[src/rtl/neuro_video_pkg.sv]
// Shared video definitions: pixel width, default luma weights, control bundle.
// Pure declarations; no logic, no latency, no flow control.
package neuro_video_pkg;

    localparam int PIX_W  = 8;
    localparam int DEF_CR = 77;
    localparam int DEF_CG = 150;
    localparam int DEF_CB = 29;

    typedef struct packed {
        logic de;
        logic hs;
        logic vs;
    } video_ctrl_t;

endpackage

[src/rtl/ctrl_delay.sv]
// N-stage shift register for the de/hs/vs control bundle.
// Latency N cycles; no backpressure, advances every clock.
module ctrl_delay
    import neuro_video_pkg::*;
#(
    parameter int N = 1
) (
    input  logic        clk,
    input  logic        rst_n,
    input  video_ctrl_t in_ctrl,
    output video_ctrl_t out_ctrl
);

    video_ctrl_t [N-1:0] stage_q;
    video_ctrl_t [N-1:0] stage_d;

    always_comb begin
        stage_d    = stage_q;
        stage_d[0] = in_ctrl;
        for (int i = 1; i < N; i++) begin
            stage_d[i] = stage_q[i-1];
        end
    end

    always_ff @(posedge clk or negedge rst_n) begin
        if (!rst_n) begin
            stage_q <= '0;
        end else begin
            stage_q <= stage_d;
        end
    end

    assign out_ctrl = stage_q[N-1];

endmodule

[src/rtl/luma_lut_feeder.sv]
// RGB->luma feeder for the pixel-mapping LUT; re-aligns de/hs/vs to the LUT result.
// Latency 3 + LUT_LATENCY cycles; no backpressure. Optional stats via LUMA_STATS_EN.
module luma_lut_feeder
    import neuro_video_pkg::*;
#(
    parameter int LUT_LATENCY = 1,
    parameter int CR          = DEF_CR,
    parameter int CG          = DEF_CG,
    parameter int CB          = DEF_CB
) (
    input  logic             clk,
    input  logic             rst_n,
    input  logic [PIX_W-1:0] in_r,
    input  logic [PIX_W-1:0] in_g,
    input  logic [PIX_W-1:0] in_b,
    input  logic             in_de,
    input  logic             in_hs,
    input  logic             in_vs,
    output logic [PIX_W-1:0] lut_a,
    input  logic [PIX_W-1:0] lut_q,
    output logic [PIX_W-1:0] out_pix,
    output logic             out_de,
    output logic             out_hs,
    output logic             out_vs
`ifdef LUMA_STATS_EN
    ,
    output logic [7:0]       stat_min,
    output logic [7:0]       stat_max,
    output logic [15:0]      stat_frames,
    output logic             stat_valid
`endif
);

    video_ctrl_t      in_ctrl;
    video_ctrl_t      s1_ctrl_q, s1_ctrl_d;
    video_ctrl_t      s2_ctrl_q, s2_ctrl_d;
    video_ctrl_t      lut_ctrl;
    video_ctrl_t      out_ctrl;
    logic [15:0]      p_r_q, p_r_d;
    logic [15:0]      p_g_q, p_g_d;
    logic [15:0]      p_b_q, p_b_d;
    logic [17:0]      sum;
    logic [17:0]      sum_sh;
    logic [PIX_W-1:0] lut_a_q, lut_a_d;
    logic [PIX_W-1:0] out_pix_q, out_pix_d;

    always_comb begin
        in_ctrl   = '{de: in_de, hs: in_hs, vs: in_vs};
        s1_ctrl_d = in_ctrl;
        p_r_d     = {8'd0, in_r} * 16'(CR);
        p_g_d     = {8'd0, in_g} * 16'(CG);
        p_b_d     = {8'd0, in_b} * 16'(CB);

        // Round to nearest; anything past 8 bits after the shift saturates.
        sum       = {2'b00, p_r_q} + {2'b00, p_g_q} + {2'b00, p_b_q} + 18'd128;
        sum_sh    = sum >> 8;
        s2_ctrl_d = s1_ctrl_q;
        lut_a_d   = '0;
        if (s1_ctrl_q.de) begin
            lut_a_d = (sum_sh > 18'd255) ? 8'hFF : sum_sh[7:0];
        end

        out_pix_d = lut_ctrl.de ? lut_q : '0;
    end

    always_ff @(posedge clk or negedge rst_n) begin
        if (!rst_n) begin
            s1_ctrl_q <= '0;
            s2_ctrl_q <= '0;
            p_r_q     <= '0;
            p_g_q     <= '0;
            p_b_q     <= '0;
            lut_a_q   <= '0;
            out_pix_q <= '0;
        end else begin
            s1_ctrl_q <= s1_ctrl_d;
            s2_ctrl_q <= s2_ctrl_d;
            p_r_q     <= p_r_d;
            p_g_q     <= p_g_d;
            p_b_q     <= p_b_d;
            lut_a_q   <= lut_a_d;
            out_pix_q <= out_pix_d;
        end
    end

    // Controls track the LUT's read latency, then get one more stage to match out_pix.
    ctrl_delay #(.N(LUT_LATENCY)) u_lut_delay (
        .clk      (clk),
        .rst_n    (rst_n),
        .in_ctrl  (s2_ctrl_q),
        .out_ctrl (lut_ctrl)
    );

    ctrl_delay #(.N(1)) u_out_align (
        .clk      (clk),
        .rst_n    (rst_n),
        .in_ctrl  (lut_ctrl),
        .out_ctrl (out_ctrl)
    );

    assign lut_a   = lut_a_q;
    assign out_pix = out_pix_q;
    assign out_de  = out_ctrl.de;
    assign out_hs  = out_ctrl.hs;
    assign out_vs  = out_ctrl.vs;

`ifdef LUMA_STATS_EN
    logic [7:0]  trk_min_q, trk_min_d;
    logic [7:0]  trk_max_q, trk_max_d;
    logic [7:0]  cur_min, cur_max;
    logic [7:0]  stat_min_q, stat_min_d;
    logic [7:0]  stat_max_q, stat_max_d;
    logic [15:0] stat_frames_q, stat_frames_d;
    logic        stat_valid_q, stat_valid_d;
    logic        vs_prev_q, vs_prev_d;

    always_comb begin
        cur_min = trk_min_q;
        cur_max = trk_max_q;
        if (s2_ctrl_q.de) begin
            if (lut_a_q < cur_min) cur_min = lut_a_q;
            if (lut_a_q > cur_max) cur_max = lut_a_q;
        end

        trk_min_d     = cur_min;
        trk_max_d     = cur_max;
        stat_min_d    = stat_min_q;
        stat_max_d    = stat_max_q;
        stat_frames_d = stat_frames_q;
        stat_valid_d  = 1'b0;
        vs_prev_d     = s2_ctrl_q.vs;

        // Frame boundary: publish, then restart so an empty frame reports 255/0.
        if (s2_ctrl_q.vs && !vs_prev_q) begin
            stat_min_d    = cur_min;
            stat_max_d    = cur_max;
            stat_valid_d  = 1'b1;
            stat_frames_d = stat_frames_q + 16'd1;
            trk_min_d     = 8'hFF;
            trk_max_d     = 8'h00;
        end
    end

    always_ff @(posedge clk or negedge rst_n) begin
        if (!rst_n) begin
            trk_min_q     <= 8'hFF;
            trk_max_q     <= 8'h00;
            stat_min_q    <= '0;
            stat_max_q    <= '0;
            stat_frames_q <= '0;
            stat_valid_q  <= 1'b0;
            vs_prev_q     <= 1'b0;
        end else begin
            trk_min_q     <= trk_min_d;
            trk_max_q     <= trk_max_d;
            stat_min_q    <= stat_min_d;
            stat_max_q    <= stat_max_d;
            stat_frames_q <= stat_frames_d;
            stat_valid_q  <= stat_valid_d;
            vs_prev_q     <= vs_prev_d;
        end
    end

    assign stat_min    = stat_min_q;
    assign stat_max    = stat_max_q;
    assign stat_frames = stat_frames_q;
    assign stat_valid  = stat_valid_q;
`endif

endmodule
[config.mk]
export PLATFORM = sky130hd
export DESIGN_NAME = luma_lut_feeder
export DESIGN_NICKNAME = d
export VERILOG_FILES = /design/src/rtl/neuro_video_pkg.sv /design/src/rtl/ctrl_delay.sv /design/src/rtl/luma_lut_feeder.sv
export SDC_FILE = /design/constraint.sdc
export NUM_CORES = 1
export LEC_CHECK = 0
export BUFFER_PORTS_ARGS = -buffer_cell sky130_fd_sc_hd__buf_2
export CAP_MARGIN = 20
export CORE_UTILIZATION = 50
export DETAILED_ROUTE_END_ITERATION = 8
export GPL_TIMING_DRIVEN = 1
export PLACE_DENSITY = 0.69
export SKIP_LAST_GASP = 1
export SYNTH_ARGS = -nofsm -noshare
export SYNTH_HDL_FRONTEND = slang
export SYNTH_HIERARCHICAL = 1
export SYNTH_SLANG_ARGS = --single-unit
export TNS_END_PERCENT = 5
[constraint.sdc]
create_clock -name clk -period 3.2 [get_ports clk]
set_input_delay 0.32 -clock clk [delete_from_list [all_inputs] [get_ports clk]]
set_output_delay 0.32 -clock clk [all_outputs]
set_load 0.01 [all_outputs]
==> reports/qor.txt <==
Worst-margin pin slew: 0.8642 ns
Worst skew pair latency: 0.33 ns
Final HPWL DP: 8491 µm
First-pass GRT wire length: 17440 µm
CP endpoint kind: register
Net Count, Synth: 747
Status: finished, final reports clean
Crit path time final: 3.126 ns
I/O Pins: 56
Hold_buf cts: 0
Max Clk Rate: 0.3199 GHz
Final std cells w/o fill: 795
Initial Util: 0.5226
Layout cells sized above 1: 0.1832
Slew headroom: 0.4239
Number of synthesized flops with an enable pin: 0
Worst Skew: 0.005536 ns
Layout area overhead: 18.84%
VDD IR-drop max: 0.6715 mV
Die span in x: 109.4 µm
MaxCap Viol Count: 0
Wire length on met2: 4924 µm
Cell taking the most area after synthesis: dfrtp_1
Most common cell after layout, fill and taps aside: inv_1
Synth top area share: 0.3082
Initial antenna violation count: 0
Routed wire per std cell: 12.53 µm
Hold WS: 0.09532 ns
WP data required: 3.42 ns
GP Congestion: 0.8084
WL final: 9959 µm
Critical path class: in2reg
Total power draw: 6.468 mW
Ys async rst share: 1.000
Root Buffer: clkbuf_16
Sequential share of the synthesized area: 0.3082
Iter 0 DRT Violations: 113
CTS tree: built
RSZ-0062 raised after global routing: yes
DP Worst Slack: -0.2769 ns
Pleak: 3.875 nW
Final hold vios: 0
Total Routing Usage GR: 0.1894
Vias: 3903
Vias in the first global route: 3997
Power Dens Cells: 944.2 nW/µm²
Post-route ant nets: 0
Hold WC Path Type: in2async
Fill cell count: 927
Type of origin of the critical path: input pin
Core Box Area: 11030 µm²
ANT cells: 0
Ys flop type: dfrtp_1
Reg clk slew, reported paths: 0.06 ns
Die height: 109.4 µm
Worst path arrival time: 3.35 ns
Rows: 38
Uppermost layer routed: met4
Main area contributors after synthesis: dfrtp_1, ha_1, fa_1
Vias per Instance: 4.909
Clk sinks: 71
Mapped Area: 5764 µm²
Die Area: 11960 µm²
Mean post-synth cell area: 10.58 µm²
Port buffer count: 55
Synth warn: 6
Total CTS buffers: 9
Setup-failing EPs final: 0
Max-slew violations: 0
Synthesized instance count: 545
Overflow after GRT: 0
Largest net degree at the start of global routing: 41
Clock buffer depth: 2
Wl on met1: 4529 µm
Max Fanout on Critical Path: 4
Cells after DPL: 779
CTS H-Tree Depth: 3
Flops & latches, synth: 71
Drt pass-1 iters: 4
Fin nets: 852
Detailed-route DRC error count: 0
Met3 WL: 376 µm
Fin crit share: 0.9770
Setup WS post-layout: 0.07373 ns
Setup Buffers After CTS: 0
Unique masters post-synth: 41
Commonest cells after routing, fill and taps aside: inv_1, ha_1, dfrtp_1
## metrics by stage
stage	cell area, µm²	setup TNS (ns)	utilization
2_1_floorplan	5802	-0.009817	-
5_1_grt	6850	-0.2712	0.6210
3_3_place_gp	6558	-1.226	0.5945
6_report	6850	0	0.6210
4_1_cts	6847	0	0.6207
3_5_place_dp	6558	-1.888	0.5945
## layer usage
layer / vias up / GRT usage
li1: 1991 / -
met1: 1841 / 0.2300
met2: 57 / 0.3324
met3: 14 / 0.04920
met4: 0 / 0.05143
met5: - / 0
## registers in the layout, indices dropped and copies added (netlist names)
name / flops
out_pix: 8
s1_ctrl_q: 3
u_lut_delay/out_ctrl: 3
p_b_q: 13
p_g_q: 15
u_out_align/out_ctrl: 3
s2_ctrl_q: 3
lut_a: 8
p_r_q: 15
## area by class of cell
| class | count | area [µm²] | share of cell area |
|---|---|---|---|
| clock inverter | 7 | 63.81 | 0.009315 |
| clock buffer | 9 | 225.2 | 0.03288 |
| timing repair buffer | 94 | 580.6 | 0.08475 |
| sequential | 71 | 1777 | 0.2594 |
| tap | 140 | 175.2 | 0.02557 |
| inverter | 134 | 503.0 | 0.07342 |
| multi-input combinational | 340 | 3526 | 0.5147 |
## worst paths after layout
check | cells after the start | from | endpoint | slack, ns
hold / removal | 1 | rst_n | u_out_align/out_ctrl[1] | 0.1
hold reg to reg | 0 | u_lut_delay/out_ctrl[0] | u_out_align/out_ctrl[0] | 0.35
setup reg to reg | 11 | p_r_q[6] | lut_a[2] | 0.10
setup / recovery | 13 | in_r[4] | p_r_q[12] | 0.07
min in group clk | 1 | in_vs | s1_ctrl_q[0] | 0.10
max in group asynchronous | 2 | rst_n | p_g_q[3] | 2.44
## cells by family after synthesis
| kind of cell | share of synthesized area |
|---|---|
| AO/OA/AOI/OAI | 0.09594 |
| XOR/XNOR | 0.04558 |
| adder cells (fa/ha/maj) | 0.4076 |
| buffers and inverters | 0.08726 |
| flip-flops | 0.3082 |
| AND/OR/NAND/NOR | 0.05535 |
## where the power goes
| group | total, mW | leakage [nW] | internal (mW) | switching (mW) |
|---|---|---|---|---|
| Clock | 0.951 | 0.136 | 0.541 | 0.410 |
| Sequential | 1.25 | 0.854 | 1.18 | 0.0765 |
| Combinational | 4.26 | 2.88 | 2.02 | 2.24 |
| Total | 6.47 | 3.87 | 3.74 | 2.73 |
## repair_timing
| item | in CTS | in global routing |
|---|---|---|
| endpoints found under the hold margin | 0 | 0 |
| gates resized for setup | 0 | 2 |
| setup endpoints to repair | 0 | 13 |
## cell usage after synthesis (3+ instances only)
cell type    n
o21bai_1     4
or4_1        3
o21a_1       9
fa_1        38
ha_1       127
xnor2_1     17
nor2_1      17
o21ai_0     11
xor2_1      13
and2_1       9
dfrtp_1     71
nand3_1      3
o211ai_1     4
nand2_1     15
nor3_1       8
a21o_1      13
a21oi_1     19
inv_1      134
## critical path, cell delays in order
cell	delay [ns]
buf_2	0.14
ha_4	0.23
ha_1	0.29
inv_1	0.08
fa_1	0.42
fa_1	0.51
inv_2	0.05
ha_4	0.21
and2_1	0.14
a311o_1	0.29
a21o_1	0.21
a211o_1	0.31
xor2_1	0.14
(Power assumes the default switching activity.)
